## config.mk

```make
export PLATFORM = sky130hd
export DESIGN_NAME = demux_1x16_seq
export DESIGN_NICKNAME = d
export VERILOG_FILES = /design/src/rtl/demux_1x16_seq.sv
export SDC_FILE = /design/constraint.sdc
export NUM_CORES = 1
export LEC_CHECK = 0
export CAP_MARGIN = 20
export CORE_MARGIN = 10
export CORE_UTILIZATION = 57
export DETAILED_ROUTE_END_ITERATION = 6
export PLACE_DENSITY = 0.92
export SLEW_MARGIN = 20
export SYNTH_ARGS = -nofsm -noshare
export SYNTH_HDL_FRONTEND = slang
export SYNTH_SLANG_ARGS = --single-unit
```

## constraint.sdc

```tcl
create_clock -name clk -period 3.83 [get_ports clk]
set_clock_uncertainty 0.05 [all_clocks]
set_input_delay 1.149 -clock clk [delete_from_list [all_inputs] [get_ports clk]]
set_output_delay 1.149 -clock clk [all_outputs]
set_load 0.005 [all_outputs]
```

## src/rtl/demux_1x16_seq.sv

```systemverilog
// Sequential 1:N time-division demultiplexer: a serial bit stream, framed by sof,
// is collected slot by slot into a shadow register and published as a parallel word.

module demux_1x16_lane (
   input  logic clk,
   input  logic rst_n,
   input  logic wr,
   input  logic pub,
   input  logic din,
   output logic dout_bit
);
   logic shadow;

   always_ff @(posedge clk or negedge rst_n) begin
      if (!rst_n) begin
         shadow   <= 1'b0;
         dout_bit <= 1'b0;
      end else begin
         if (wr)  shadow   <= din;
         // The lane written on the publishing edge forwards din directly.
         if (pub) dout_bit <= wr ? din : shadow;
      end
   end
endmodule

module demux_1x16_seq #(
   parameter int N    = 16,
   parameter int SELW = $clog2(N)
) (
   input  logic            clk,
   input  logic            rst_n,
   input  logic            din,
   input  logic            din_valid,
   input  logic            sof,
   output logic [N-1:0]    dout,
   output logic            dout_valid,
   output logic [SELW-1:0] slot,
   output logic            busy,
   output logic            err
);
   typedef enum logic {IDLE, COLLECT} state_t;

   localparam logic [SELW-1:0] LAST = SELW'(N - 1);

   state_t          state, state_n;
   logic [SELW-1:0] slot_q, slot_n;
   logic [SELW-1:0] wr_idx;
   logic            wr_any, pub, err_n;
   logic [N-1:0]    lane_wr;

   always_ff @(posedge clk or negedge rst_n) begin
      if (!rst_n) begin
         state      <= IDLE;
         slot_q     <= '0;
         dout_valid <= 1'b0;
         err        <= 1'b0;
      end else begin
         state      <= state_n;
         slot_q     <= slot_n;
         dout_valid <= pub;
         err        <= err_n;
      end
   end

   always_comb begin
      state_n = state;
      slot_n  = slot_q;
      wr_any  = 1'b0;
      wr_idx  = '0;
      pub     = 1'b0;
      err_n   = 1'b0;
      case (state)
         IDLE: begin
            if (din_valid && sof) begin
               wr_any  = 1'b1;
               slot_n  = SELW'(1);
               state_n = COLLECT;
            end
         end
         COLLECT: begin
            if (din_valid) begin
               wr_any = 1'b1;
               if (sof) begin
                  // Restart: the sof bit is slot 0 of a fresh frame.
                  err_n  = 1'b1;
                  slot_n = SELW'(1);
               end else begin
                  wr_idx = slot_q;
                  if (slot_q == LAST) begin
                     pub     = 1'b1;
                     slot_n  = '0;
                     state_n = IDLE;
                  end else begin
                     slot_n = slot_q + SELW'(1);
                  end
               end
            end
         end
         default: state_n = IDLE;
      endcase
   end

   genvar k;
   generate
      for (k = 0; k < N; k++) begin : g_lane
         assign lane_wr[k] = wr_any && (wr_idx == SELW'(k));
         demux_1x16_lane u_lane (
            .clk      (clk),
            .rst_n    (rst_n),
            .wr       (lane_wr[k]),
            .pub      (pub),
            .din      (din),
            .dout_bit (dout[k])
         );
      end
   endgenerate

   assign slot = slot_q;
   assign busy = (state == COLLECT);
endmodule

```

==> reports/results.ini <==
[cts]
root_buffer=clkbuf_4
cts_buffer_depth=2
clock_sinks=39
post-cts-setup-buffer-count=0
cts_tree=yes
htreeDepth=2
postCtsHoldBufs=0
ctsResizeCount=0
clkLatencyLatePin_ns=0.35
cts.reportedPaths.clkPinSlew_ns=0.11
cts_buffers=5

[detailed_routing]
viasPerCell=5.84
firstDrtPassIters=4
routed_wl_um=3640
drcViolationCount=0
wire_per_inst_um=16.8
drtAntennaViolNets=0
routed-via-count=1268
drt_iter0_drc=115

[sta]
timing.fmax_mhz=333
finalCritPeriodShare=0.784
drv_slew=0
max_slew_margin=0.443
hold_viol=0
worst_slew_pin_slew_ns=0.835
period_minus_slack_ns=3.00
setup_viol=0
setup_tns_ns=0
grt_setup_unrepaired=false
hold_slack_ns=0.466
layout_setup_ws_ns=0.829

[critical_path]
r2r-end=g_lane[2].u_lane.shadow$_DFF_PN0_
r2r-start=busy$_DFF_PN0_
reg2reg_slack_ns=1.65
critPathArrivalTime_ns=3.20
cp.required_ns=4.03
path_class=in -> reg
r2r_cells=3
startpoint_type=input port
worst-path-max-fanout=20
end_kind=register

[yosys]
syn-num-nets=172
ys_seq_area_frac=0.509
synth_area_per_cell_um2=11.5
yosys_register_bits=39
synth_top_area_frac=0.509
synth_area_leader_cell=dfrtp_1
synth_cells=166
yosysWarnings=0
ys_types=35
synth.area.top_cells=dfrtp_1 51%, mux2_2 13%, buf_4 6.3%
synth.cell_area_um2=1920

[hold_path]
hold_depth=1
hold_class=reg -> reg
holdPathEnd=g_lane[6].u_lane.dout_bit$_DFFE_PN0P_
worst_hold_startpoint=g_lane[6].u_lane.dout_bit$_DFFE_PN0P_

[global_route]
antenna_found_initial=0
grt_use_total=0.126
grt_pass1_vias=1278
grt_pass1_wl_um=6130
grt_overflow=0
grt_max_degree=40

[layout]
layout-drive-gt1-share=0.208
final_cell_mix=39 x dfrtp_1, 26 x clkdlybuf4s50_1, 22 x mux2_2
utilization=0.668
regArea_um2=976
multi_input_area_um2=724
diodes=0
area_growth_pct=9.01
fillers=229
layout_commonest_cell=dfrtp_1
nets=178

[power]
powerDensity_nw_per_um2=428
leakagePower_nw=0.932
power_mw=0.894
irDropWorstVdd_uv=273

[floorplanning]
io_pins=28
die_w_um=78.0
die_area_um2=6080
die_h_um=78.0
fp-row-count=20
coreArea_um2=3130
start_util=0.613

[run]
drv_cap=0

[placement]
place_ws_ns=0.469
place.gp.congestion=0.817
hpwl_um=2570
port-buffer-count=27

[status]
status=complete, no violations

## critical path: stages
cell and delay [ns]:
clkdlybuf4s50_1 0.55, nand3b_1 0.62, nor4_1 0.50, mux2_2 0.38
## worst max path at each step
stage               startpoint  slack, ns  depth (start not counted)                                     to
detailed placement         sof       0.47                          4      g_lane[1].u_lane.shadow$_DFF_PN0_
global placement           sof       0.63                          4      g_lane[4].u_lane.shadow$_DFF_PN0_
finish                     sof       0.83                          4      g_lane[2].u_lane.shadow$_DFF_PN0_
global route               sof       0.69                          4      g_lane[2].u_lane.shadow$_DFF_PN0_
CTS                        sof       0.87                          4      g_lane[1].u_lane.shadow$_DFF_PN0_
floorplan                  sof       1.41                          7  g_lane[0].u_lane.dout_bit$_DFFE_PN0P_
## through the flow
stage / cells / area, um^2
floorplan: 166 / 1920
global placement: 209 / 2040
detailed placement: 209 / 2040
CTS: 217 / 2090
global route: 217 / 2090
finish: 217 / 2090
## layout make-up
class	instances	share of cell area
sequential	39	0.467
multi-input combinational	95	0.347
timing repair buffer	28	0.131
tap	44	0.0263
clock buffer	7	0.0216
inverter	3	0.00539
clock inverter	1	0.00240
## logic make-up (layout without fill, tap and decap cells)
group / count (synthesis) / count (layout) / share of synthesized area
AOI/OAI and AO/OA: 26 / 26 / 0.0862
adders and majority gates: 1 / 1 / 0.00653
buffers and inverters: 32 / 39 / 0.113
DFF: 39 / 39 / 0.509
muxes: 25 / 25 / 0.153
and+or+nand+nor: 43 / 43 / 0.133
## layer usage
layer,vias to the layer above,share of wire,GRT usage,wire [um]
li1,591,-,-,-
met1,623,0.39,0.132,1410
met2,45,0.52,0.213,1910
met3,9,0.062,0.0357,226
met4,0,0.027,0.0878,99
met5,-,0,0,0
## power breakdown
| part | switching (mW) | total [mW] | internal (mW) |
|---|---|---|---|
| clock network | 0.133 | 0.204 | 0.0716 |
| logic | 0.0773 | 0.167 | 0.0900 |
| registers | 0.0550 | 0.522 | 0.467 |
| total | 0.265 | 0.894 | 0.629 |
## sequential cells by signal (all words and copies together), names as in the netlist
signal	flops
busy	1
dout_valid	1
err	1
g_lane.u_lane.dout_bit	16
g_lane.u_lane.shadow	16
slot	4
## cell usage after synthesis, drive strengths merged
master,count
or3,2
nand2b,5
buf,22
and2,1
inv,3
nand3b,3
nand4,2
nand3,2
a31oi,3
mux2,25
o22ai,2
nand2,4
a2bb2oi,2
o31ai,2
clkbuf,7
or2,1
nand4b,1
a31o,1
nor3,8
nor4,6
and4b,1
and3,2
nor2,3
dfrtp,39
nor2b,1
o21a,1
ha,1
a21oi,7
o211a,2
and3b,1
o21ai,6
(Power assumes the default switching activity.)
